**config.mk**
```make
export PLATFORM = sky130hd
export DESIGN_NAME = sbox_seq
export DESIGN_NICKNAME = d
export VERILOG_FILES = /design/src/rtl/sbox_seq.sv
export SDC_FILE = /design/constraint.sdc
export NUM_CORES = 1
export LEC_CHECK = 0
export ABC_AREA = 1
export CELL_PAD_IN_SITES_DETAIL_PLACEMENT = 0
export CELL_PAD_IN_SITES_GLOBAL_PLACEMENT = 1
export CORE_MARGIN = 5
export CORE_UTILIZATION = 30
export CTS_CLUSTER_DIAMETER = 80
export DETAILED_ROUTE_END_ITERATION = 8
export PLACE_DENSITY = 0.76
export RECOVER_POWER = 100
export SLEW_MARGIN = 25
export SYNTH_ARGS = -nofsm -noshare
export SYNTH_HDL_FRONTEND = slang
export SYNTH_SLANG_ARGS = --single-unit
```
**constraint.sdc**
```tcl
create_clock -name clk -period 9.4 [get_ports clk]
set_input_delay 2.82 -clock clk [delete_from_list [all_inputs] [get_ports clk]]
set_output_delay 2.82 -clock clk [all_outputs]
set_load 0.1 [all_outputs]
```
**src/rtl/sbox_seq.sv**
```systemverilog
// Sequencer that splits a 48-bit word into eight 6-bit chunks, feeds them
// one per cycle to a shared S-box unit and gathers the eight 4-bit results.
module sbox_seq #(
  parameter int SBOX_LAT = 1
) (
  input  logic        clk,
  input  logic        reset,
  input  logic        in_valid,
  output logic        in_ready,
  input  logic [47:0] in_data,
  output logic        sbox_en,
  output logic [2:0]  sbox_sel,
  output logic [5:0]  sbox_din,
  input  logic [3:0]  sbox_dout,
  output logic        out_valid,
  input  logic        out_ready,
  output logic [31:0] out_data,
  output logic        busy
);

  typedef enum logic [1:0] {
    S_IDLE,
    S_ISSUE,
    S_DRAIN,
    S_DONE
  } state_t;

  state_t r_state;
  state_t w_next;

  logic        r_arm;
  logic [47:0] r_word;
  logic [2:0]  r_k;
  logic        r_k_term;
  logic [31:0] r_res;

  logic [SBOX_LAT-1:0] r_dv;
  logic [2:0]          r_di [SBOX_LAT];

  logic       w_acc;
  logic       w_cap;
  logic [2:0] w_cap_idx;
  logic [5:0] w_chunk;

  assign w_acc     = (r_state == S_IDLE) & in_valid & r_arm;
  assign w_cap     = r_dv[SBOX_LAT-1];
  assign w_cap_idx = r_di[SBOX_LAT-1];

  always_comb begin
    w_chunk = 6'd0;
    for (int i = 0; i < 8; i++) begin
      if (r_k == 3'(i)) w_chunk = r_word[47-6*i -: 6];
    end
  end

  always_comb begin
    w_next    = r_state;
    in_ready  = 1'b0;
    sbox_en   = 1'b0;
    sbox_sel  = 3'd0;
    sbox_din  = 6'd0;
    out_valid = 1'b0;
    out_data  = 32'd0;
    busy      = 1'b1;
    unique case (r_state)
      S_IDLE: begin
        busy     = 1'b0;
        in_ready = r_arm;
        if (w_acc) w_next = S_ISSUE;
      end
      S_ISSUE: begin
        sbox_en  = 1'b1;
        sbox_sel = r_k;
        sbox_din = w_chunk;
        if (r_k == 3'd7) w_next = S_DRAIN;
      end
      S_DRAIN: begin
        if (w_cap && w_cap_idx == 3'd7) w_next = S_DONE;
      end
      S_DONE: begin
        out_valid = 1'b1;
        out_data  = r_res;
        if (out_ready) w_next = S_IDLE;
      end
      default: w_next = S_IDLE;
    endcase
  end

  // r_arm keeps in_ready low until the first edge after reset release
  always_ff @(posedge clk or posedge reset) begin
    if (reset) begin
      r_state  <= S_IDLE;
      r_arm    <= 1'b0;
      r_word   <= 48'd0;
      r_k      <= 3'd0;
      r_k_term <= 1'b0;
    end else begin
      r_state <= w_next;
      r_arm   <= 1'b1;
      if (w_acc) begin
        r_word   <= in_data;
        r_k      <= 3'd0;
        r_k_term <= 1'b0;
      end else if (r_state == S_ISSUE && !r_k_term) begin
        if (r_k == 3'd7) r_k_term <= 1'b1;
        else             r_k      <= r_k + 3'd1;
      end
    end
  end

  always_ff @(posedge clk or posedge reset) begin
    if (reset) begin
      r_dv <= '0;
      for (int i = 0; i < SBOX_LAT; i++) r_di[i] <= 3'd0;
    end else begin
      r_dv[0] <= sbox_en;
      r_di[0] <= sbox_sel;
      for (int i = 1; i < SBOX_LAT; i++) begin
        r_dv[i] <= r_dv[i-1];
        r_di[i] <= r_di[i-1];
      end
    end
  end

  always_ff @(posedge clk or posedge reset) begin
    if (reset) begin
      r_res <= 32'd0;
    end else if (w_acc) begin
      r_res <= 32'd0;
    end else if (r_state == S_DONE && out_ready) begin
      r_res <= 32'd0;
    end else if (w_cap) begin
      for (int i = 0; i < 8; i++) begin
        if (w_cap_idx == 3'(i)) r_res[31-4*i -: 4] <= sbox_dout;
      end
    end
  end

endmodule

```
Word level (Yosys, flattened, before mapping)
Index checks and enable logic that the tools add are counted.
{ "word_totals": {"reg_bits": 91, "inputBits": 56} }
{ "op_classes": {"reduce_logical": 29, "addsub": 1, "n_bitwise": 2, "n_mux": 37, "eq_ne": 22} }
{ "op_table": {"columns": ["cell", "n"], "rows": [
  ["32-bit 2-to-1 mux", 4],
  ["6-bit 2-to-1 mux", 9],
  ["4-bit 2-to-1 mux", 8],
  ["3-bit nonzero test", 9],
  ["3-bit == test (second input constant)", 8],
  ["2-bit AND reduction", 10],
  ["3-bit by 2-bit == test with 1-bit output (second input constant)", 4],
  ["3-bit 2-to-1 mux", 4],
  ["2-bit inequality test (second input constant)", 5],
  ["2-bit 2-to-1 mux", 4],
  ["2-bit case mux with 4 select lines", 1],
  ["1-bit 2-to-1 mux", 7],
  ["3-bit by 1-bit == test with 1-bit output (second input constant)", 2],
  ["3-bit logical NOT", 2],
  ["2-bit == test (second input constant)", 2],
  ["4-bit AND reduction", 1],
  ["2-bit nonzero test", 2],
  ["3-bit by 1-bit adder with 3-bit output (second input constant)", 1],
  ["1-bit logical AND", 3],
  ["1-bit AND", 2],
  ["2-bit by 1-bit == test with 1-bit output (second input constant)", 1],
  ["2-bit logical NOT", 1],
  ["1-bit logical NOT", 1]
]} }

Depth between registers and ports, before layout
Gate-level depths: netlist of the first run.
{ "logic_depth": {"ltp_word": 10, "ltp_mapped": 13, "mapped_depth_nobuf": 13} }

Least setup slack after synthesis of the first run
Ideal clock, no wire load.
{ "synth_path": {"path_kind": "register -> output", "from": "reg r_state[1]", "to": "out sbox_din[0]", "t_arrival_ns": 2.475, "slack_ns": 4.105, "stages_incl_launch_ff": 9, "n_path_buf": 0, "path_cell_list": "dfrtp_1 > inv_1 > ha_1 > inv_1 > nor2_1 > inv_2 > a21oi_1 > nand2_1 > nand2_1"} }
{ "synth_between": {"elab_chain_len": 2} }
{ "synth_rtl": {"columns": ["item", "line_no", "rtl"], "rows": [
  ["start, declared", "28", "state_t r_state;"],
  ["start signal, assigned", "98", "r_state <= w_next;"],
  ["2-bit by 1-bit == test with 1-bit output", "65", "unique case (r_state)"],
  ["6-bit 2-to-1 mux", "65", null],
  ["end, declared", "13", "output logic [5:0] sbox_din,"]
]} }
No other way between the ends.

Worst setup path after layout of the first run
{ "layout_path": {"from": "in in_valid", "to": "reg r_res[2]"} }
{ "layout_between": {"elab_chain_len": 4} }
{ "layout_rtl": {"columns": ["item", "line_no", "rtl"], "rows": [
  ["start, declared", "8", "input logic in_valid,"],
  ["1-bit AND * (2 in series)", "45", "assign w_acc = (r_state == S_IDLE) & in_valid & r_arm;"],
  ["3-bit nonzero test (no source line)", null, null],
  ["2-bit AND reduction (no source line)", null, null],
  ["end signal, assigned by index", "134", "if (w_cap_idx == 3'(i)) r_res[31-4*i -: 4] <= sbox_dout;"],
  ["end, declared", "35", "logic [31:0] r_res;"]
]} }
Mark *: on every way between the ends. The rest lies on a longest branch, timed or not.
A chain may end at the register's enable or synchronous reset.

==> results.md, run 1 <==
Place:
- In this run the tool buffered the top-level ports with 100 buffer cells.
- At the end of routability-driven placement, the weighted congestion stood at 0.806.
- After legalization and detailed placement, the total HPWL measured 8450 µm.

Worst setup path:
- The library cell appearing most often on the critical path is sky130_fd_sc_hd__nand2_1.
- The largest driver fanout on the critical path is 65.
- By startpoint and endpoint, the worst setup path is classified as input pin to register.
- STA classifies the critical path endpoint as a register.
- The largest single stage delay on the critical path is 1.76 ns.
- The worst path buffer plus inverter count is 4.
- The worst setup path is launched from an input pin.
- The arrival time of the worst setup path is 7.14 ns.
- STA puts the critical path data required time at 9.58 ns.
- The slowest stage of the critical path is the sky130_fd_sc_hd__clkbuf_1 cell.
- The cell class contributing the biggest share of worst-path delay is buffers and inverters.
- Walking the worst path, the cells encountered are dlygate4sd3_1 -> inv_1 -> nor2_1 -> clkbuf_1 -> inv_4 -> nand2_1 -> a31oi_1 -> nand2_1 -> o21ai_0.

Logic synthesis:
- During synthesis, Yosys emitted a total of 0 warnings.
- The cell count after synthesis is 600.
- In this run, synthesis produced a sequential element count of 91.
- In this run the cell area of the synthesized design comes to 0.00456 mm².
- The synthesized net count is 667.
- In this run the mean area of a mapped cell was 7.60 µm².
- The share of synthesized area occupied by flip-flops and latches is 49.9%.
- The number of distinct library cells after synthesis is 23.

STA:
- On the final layout, the worst clock skew is 0.0109 ns.
- The clock period minus worst slack is 6.96 ns.
- Setup total negative slack on the finished layout was measured at 0 ns.
- Setup repair after global routing left no endpoint under its margin.
- The total count of max-transition violations in the final report is 66.
- Headroom to the max-slew limit came out at -59.0%.
- The number of endpoints with negative hold slack in the final report is 0.
- The final-report setup violation count is 0.
- The actual slew at the worst max-slew pin is 2.38 ns.
- The highest clock rate is 144 MHz.
- Dividing the final minimum period by the clock period gives 74.1%.

Power:
- For this design the static power due to leakage is 0.00326 µW.
- Power spread over the standard cell area amounts to 136 mW/mm².
- VDD sags by at most 0.000104 V.

Floorplanning:
- 101 I/O pins were placed.
- The number of rows in the core area is 45.
- In this run the standard cell core region covers 0.0150 mm².
- The effective utilization at floorplan is 30.3%.
- The vertical die dimension is 133 µm.
- The die is 133 µm wide.
- The total die area is 0.0178 mm².

Detailed routing:
- The pre-antenna-repair detailed-routing pass consisted of 4 iterations.
- In the final routed layout, each cell accounts on average for 12.6 µm.
- Across all layers, the routed design uses 3900 vias.
- The violation count after the first detailed-route iteration is 250.
- The number of vias per cell after detailed routing is 4.40.
- The wire length after detailed routing is 11200 µm.
- The count of nets left with antenna violations once routing finished came out at 0.
- The count of unresolved DRC violations after routing is 0.

Clock tree:
- In this run the clock root is driven by a sky130_fd_sc_hd__clkbuf_16.
- The post-CTS setup buffer count is 0.
- TritonCTS built the clock tree.
- Counting along the longest clock path gives a buffer depth of 2.
- The clock latency at the later pin of the worst-skew pair is 0.33 ns.
- The post-cts gate resize count is 0.
- In this run, CTS created clock tree buffers numbering 9.
- The number of buffers added to fix hold violations after cts is 0.
- The clock net in this run drives a total of 91 sinks.
- The clock slew at the register clock pins of the worst setup and hold paths is 0.07 ns.
- CTS built an H-tree with a depth of 3.

Global routing:
- The maximum number of pins on one net before global-route repair is 92.
- The initial antenna violation count is 0.
- The first global-routing pass estimated 19200 µm of wire.
- The all-layer global routing usage is 13.1%.
- After global routing the overflow that remains totals 0.
- The number of global-route vias before repair is 4051.

Cells and area:
- The number of diodes added for antenna fixing is 0.
- The fraction of final layout cells with drive strength greater than 1 is 3.15%.
- Leaving out fill and tap cells, the most frequent cells in the layout are sky130_fd_sc_hd__nand2_1 (191), sky130_fd_sc_hd__inv_1 (115), sky130_fd_sc_hd__dfrtp_1 (91).
- The utilization of the core after routing is 39.5%.
- The post-synthesis to final-layout area growth is 30.3%.
- In the final design database the tool counted 762 nets.
- The layout has 1567 filler cells.
- The library cell used most frequently in the layout, excluding fill and tap cells, is sky130_fd_sc_hd__nand2_1.

Run status:
- The run finished, with violations left.
- The checks that failed: capacitance limit, slew limit.

Job:
- Across the run, the number of max-cap violations was 1.

Min path:
- The path category of the worst min-delay check is register to register.
## logic make-up (layout without fill, tap and decap cells)
kind of cell / after synthesis / after routing / share of synthesized area [%]
and+or+nand+nor: 256 / 256 / 23.0
other: 1 / 1 / 0.0822
DFF: 91 / 91 / 49.9
adders and majority gates: 11 / 11 / 3.02
AOI/OAI and AO/OA: 103 / 103 / 11.7
buffers and inverters: 138 / 236 / 12.3
## per-layer routing
layer / up-vias / GRT usage (%) / wire length [µm]
met5: - / 0 / 0
met3: 9 / 3.13 / 528
met2: 87 / 22.4 / 5360
met1: 1787 / 16.6 / 5150
met4: 0 / 3.66 / 119
li1: 2017 / - / -
## power breakdown
part | switching [µW] | total [µW] | internal (µW)
Sequential | 7.82 | 419 | 411
Clock | 139 | 329 | 190
Combinational | 28.3 | 58.9 | 30.6
## layout make-up
cell class              instances  area, µm²  area share [%]
flip-flops and latches         91       2280            38.3
multi-input cells             371       1690            28.4
repair buffers                102       1020            17.1
inverters                     120        457            7.68
clock buffers                  12        256            4.32
well taps                     188        235            3.96
clock inverters                 2       12.5           0.211
## flip-flops by register name (all words and copies together), names as in the netlist
name / flops
r_arm: 1
r_di: 3
r_dv: 1
r_k: 3
r_k_term: 1
r_res: 32
r_state: 2
r_word: 48
## worst paths after layout
| check | start | to | slack (ns) | cells past startpoint |
|---|---|---|---|---|
| max in group asynchronous | reset | r_arm | 5.60 | 3 |
| min in group asynchronous | reset | r_res[1] | 3.18 | 3 |
| max reg2reg | r_state[0] | r_res[2] | 4.64 | 10 |
| min | r_word[1] | r_word[1] | 0.48 | 2 |
| min reg2reg | r_word[1] | r_word[1] | 0.48 | 2 |
| max | in_valid | r_res[2] | 2.44 | 9 |
## through the flow
| stage | hold slack, ns | instances | setup slack, ns | total power [µW] | instance area (µm²) |
|---|---|---|---|---|---|
| 4_1_cts | 0.475 | 885 | 3.37 | 822 | 5980 |
| 3_5_place_dp | 0.459 | 871 | 3.77 | 487 | 5710 |
| 5_1_grt | 0.508 | 886 | 1.74 | 850 | 5940 |
| 6_report | 0.476 | 886 | 2.44 | 807 | 5940 |
| 2_1_floorplan | 0.442 | 600 | 4.11 | 452 | 4560 |
| 3_3_place_gp | 0.459 | 871 | 3.83 | 485 | 5700 |
## synth_stat cells
cell / instances / share of area [%]
sky130_fd_sc_hd__dfrtp_1: 91 / 50
sky130_fd_sc_hd__nor2_1: 19 / 1.6
sky130_fd_sc_hd__o31ai_1: 1 / 0.16
sky130_fd_sc_hd__o21ai_1: 2 / 0.22
sky130_fd_sc_hd__o22ai_1: 1 / 0.14
sky130_fd_sc_hd__nand2_4: 1 / 0.25
sky130_fd_sc_hd__nand3_1: 43 / 4.7
sky130_fd_sc_hd__ha_1: 11 / 3.0
sky130_fd_sc_hd__inv_2: 2 / 0.16
sky130_fd_sc_hd__buf_6: 2 / 0.49
sky130_fd_sc_hd__buf_2: 2 / 0.22
sky130_fd_sc_hd__nand2_2: 1 / 0.14
sky130_fd_sc_hd__clkbuf_1: 9 / 0.74
sky130_fd_sc_hd__nor2_4: 1 / 0.25
sky130_fd_sc_hd__inv_1: 116 / 9.5
sky130_fd_sc_hd__o21ai_0: 84 / 9.2
sky130_fd_sc_hd__nand2_1: 190 / 16
sky130_fd_sc_hd__buf_4: 5 / 0.82
sky130_fd_sc_hd__nor2_8: 1 / 0.44
sky130_fd_sc_hd__a31oi_4: 1 / 0.47
sky130_fd_sc_hd__inv_4: 2 / 0.27
sky130_fd_sc_hd__a21oi_1: 14 / 1.5
sky130_fd_sc_hd__conb_1: 1 / 0.082
## worst reg2reg max path, cell delays in order, from the launching register on
cell	delay, ns
sky130_fd_sc_hd__dfrtp_1	0.41
sky130_fd_sc_hd__inv_1	0.12
sky130_fd_sc_hd__ha_1	0.25
sky130_fd_sc_hd__nand2_2	0.07
sky130_fd_sc_hd__nor2_1	0.92
sky130_fd_sc_hd__clkbuf_1	1.76
sky130_fd_sc_hd__inv_4	0.39
sky130_fd_sc_hd__nand2_1	0.32
sky130_fd_sc_hd__a31oi_1	0.18
sky130_fd_sc_hd__nand2_1	0.12
sky130_fd_sc_hd__o21ai_0	0.08
(Power assumes the default switching activity.)
==> run 2, diff against run 1 <==
- PLACE_DENSITY: 0.76 -> 0.78
- clock period: 9.4 -> 5.74 ns (I/O delays scaled with it)
==> run 2 against run 1 <==
Net effect:
- the flow still finishes with violations (capacitance limit, slew limit)
- critical path type unchanged
- via count grew 2.3%
- sequential share of layout area fell by 0.25 points
- clock skew fell by 0.0054 ns
- critical endpoint is now r_res[18]
- register-to-register slack got worse by 2.8 ns
- global-route usage up 0.32 points
- die area unchanged
- clock power rose by 87%
- setup slack worse by 1.7 ns
==> results.md, run 2 (same netlist as run 1, synthesis figures left out) <==
Place:
- The post-place setup slack is 1.26 ns (was 3.77 ns).
- The number of buffers inserted by port buffering is 100 (unchanged).
- The HPWL after detailed placement is 8650 µm (was 8450 µm).
- The placed cell area is 0.00572 mm² (was 0.00571 mm²).
- The final weighted congestion of routability-driven global placement was 0.799 (was 0.806).

Worst setup path:
- The critical setup path kind is input pin to register (unchanged).
- The largest driver fanout on the critical path was 28 (was 65).
- The startpoint of the worst setup timing path is in_valid (unchanged).
- The startpoint of the lowest-slack register-to-register path was r_state[0] (unchanged).
- The reg-to-reg critical path endpoint is r_res[18] (was r_res[2]).
- The type of element capturing the critical path is a register (unchanged).
- The arrival time of the worst setup path is 5.18 ns (was 7.14 ns).
- The critical path endpoint was r_res[18] (was r_res[2]).
- The critical path launch point type is an input pin (unchanged).
- The slack of the worst reg-to-reg path came to 1.87 ns (was 4.64 ns).
- The required time of the critical path is 5.95 ns (was 9.58 ns).
- The depth of the worst register-to-register path is 9 (was 10).

STA:
- The tightest hold margin came to 0.472 ns (was 0.476 ns).
- The sum of negative setup slack is 0 ns (unchanged).
- The clock period minus worst slack is 4.97 ns.
- The tightest slew margin relative to the limit is -78.0% (was -59.0%).
- The number of endpoints with negative hold slack in the final report came to 0 (unchanged).
- The smallest setup slack after layout is 0.772 ns (was 2.44 ns).
- The actual slew at the worst max-slew pin is 2.65 ns (was 2.38 ns).
- Setup repair after global routing missed its margin: false (unchanged).
- The final cycle utilization of the critical path is 86.5%.
- The final-report setup violation count is 0 (unchanged).
- The total count of max-transition violations in the final report is 60 (was 66).
- The clock skew is 0.00557 ns (was 0.0109 ns).
- Static timing analysis puts the maximum clock frequency at 201 MHz.

Detailed routing:
- The residual antenna-violating net count after detailed routing is 0 (unchanged).
- The routed wirelength normalized by instance count came to 12.9 µm (was 12.6 µm).
- The wire length after detailed routing is 11500 µm (was 11200 µm).
- The overall via count from detail_route was 3990 (was 3900).
- The violation count after the first detailed-route iteration is 236 (was 250).
- The count of unresolved DRC violations after routing is 0 (unchanged).
- The number of vias per cell after detailed routing is 4.49 (was 4.40).
- The number of detailed-route iterations in the first pass is 4 (unchanged).

Floorplanning:
- The area of the core is 0.0150 mm² (unchanged).
- The total die area is 0.0178 mm² (unchanged).
- The number of rows in the core area is 45 (unchanged).
- The vertical die dimension is 133 µm (unchanged).
- The die span in x came to 133 µm (unchanged).
- The effective utilization at floorplan is 30.3% (unchanged).
- The total I/O pin count is 101 (unchanged).

Clock tree:
- The number of buffers on the longest clock path is 2 (unchanged).
- The clock latency at the later pin of the worst-skew pair is 0.34 ns (was 0.33 ns).
- The number of buffers added to fix hold violations after cts is 0 (unchanged).
- The post-CTS setup buffer count is 0 (unchanged).
- The TritonCTS clock tree was built (unchanged).
- The root cell of the clock tree is sky130_fd_sc_hd__clkbuf_16 (unchanged).
- The post-cts gate resize count is 0 (unchanged).
- The count of H-tree levels built during CTS is 3 (unchanged).
- The clock slew at the register clock pins of the worst setup and hold paths is 0.07 ns (about the same).
- The count of clock tree sinks was 91 (unchanged).
- The number of clock buffers inserted by TritonCTS is 9 (unchanged).

Cells and area:
- The number of diodes added for antenna fixing is 0 (unchanged).
- The fraction of final layout cells with drive strength greater than 1 came to 3.85% (was 3.15%).
- The most common cell after layout, fill and taps aside is sky130_fd_sc_hd__nand2_1 (unchanged).
- The post-synthesis to final-layout area growth came to 31.1% (was 30.3%).
- The utilization of the core after routing is 39.8% (was 39.5%).
- The flip-flop count of the largest register after layout was 48 (unchanged).
- The top register by number of flip-flops was r_word (unchanged).
- The final-stage net count is 763 (was 762).
- Top library cells by usage in the layout, fill and taps aside: sky130_fd_sc_hd__nand2_1 (190), sky130_fd_sc_hd__inv_1 (115), sky130_fd_sc_hd__dfrtp_1 (91) (was sky130_fd_sc_hd__nand2_1 (191), sky130_fd_sc_hd__inv_1 (115), sky130_fd_sc_hd__dfrtp_1 (91)).
- The final instance area is 0.00598 mm² (was 0.00594 mm²).
- The number of fillers in the final layout came to 1580 (was 1567).
- Top flop regs: r_word: 48 flops, r_res: 32 flops (unchanged).

Global routing:
- The global-route wire length before repair came to 19800 µm (was 19200 µm).
- The number of global-route vias before repair came to 4113 (was 4051).
- The sum of overflow across all layers after global routing is 0 (unchanged).
- The maximum number of pins on one net before global-route repair is 71 (was 92).
- The all-layer global routing usage was 13.4% (was 13.1%).
- The initial antenna violation count came to 0 (unchanged).

Run status:
- Outcome: finished, violations left (unchanged).
- Failing checks: capacitance limit, slew limit (unchanged).

Power:
- The maximum ir drop on the vdd rail is 0.000129 V (was 0.000104 V).
- The power per standard cell area was 234 mW/mm² (was 136 mW/mm²).
- The standby leakage power is 0.00328 µW (was 0.00326 µW).

Min path:
- The path category of the worst min-delay check was register to register (unchanged).

Job:
- The max capacitance violation total is 1 (unchanged).
run 2: layer usage:
| layer | vias up | track usage (%) | wire length, µm |
|---|---|---|---|
| met5 | - | 0 | 0 |
| met4 | 0 | 3.26 | 129 |
| met3 | 15 | 3.59 | 734 |
| met2 | 120 | 21.8 | 5140 |
| met1 | 1831 | 18.0 | 5470 |
| li1 | 2024 | - | - |
run 2: worst min-delay path by stage:
stage                     cells past startpoint  startpoint         to
after global routing                          2   r_word[0]  r_word[0]
after floorplan                               2   r_word[0]  r_word[0]
after global placement                        2   r_word[0]  r_word[0]
after detailed placement                      2   r_word[0]  r_word[0]
after CTS                                     2   r_word[0]  r_word[0]
final                                         2   r_word[0]  r_word[0]
run 2: layout make-up:
| type | instances | area (µm²) | area share (%) |
|---|---|---|---|
| clock buffers | 10 | 239 | 3.99 |
| well taps | 188 | 235 | 3.93 |
| repair buffers | 103 | 1010 | 16.9 |
| flip-flops and latches | 91 | 2280 | 38.1 |
| clock inverters | 6 | 71.3 | 1.19 |
| inverters | 120 | 453 | 7.57 |
| multi-input cells | 371 | 1690 | 28.3 |
run 2: worst max-delay path, cell delays in order:
cell                            delay, ns
sky130_fd_sc_hd__dlygate4sd3_1       0.52
sky130_fd_sc_hd__inv_1               0.04
sky130_fd_sc_hd__nor2_1              1.00
sky130_fd_sc_hd__clkinvlp_2          1.20
sky130_fd_sc_hd__nand2_4             0.26
sky130_fd_sc_hd__inv_2               0.21
sky130_fd_sc_hd__nand3_1             0.13
sky130_fd_sc_hd__o21ai_0             0.09
run 2: power breakdown:
part	switching [µW]	internal [µW]	total, µW	leakage [µW]
clock	259	355	614	0.000151
combinational	47.6	49.8	97.3	0.00201
sequential	13.6	673	687	0.00111
total	320	1080	1400	0.00328
run 2: per-stage QoR:
step / cells / total power [µW]
4_1_cts: 889 / 1420
3_3_place_gp: 873 / 796
3_5_place_dp: 873 / 799
5_1_grt: 889 / 1460
2_1_floorplan: 600 / 740
6_report: 889 / 1400
==> run 3, diff against run 2 <==
- SETUP_SLACK_MARGIN: unset -> 0.3
==> results of run 3 <==
No change in the layout: final DEF, timing and power equal those of run 2.
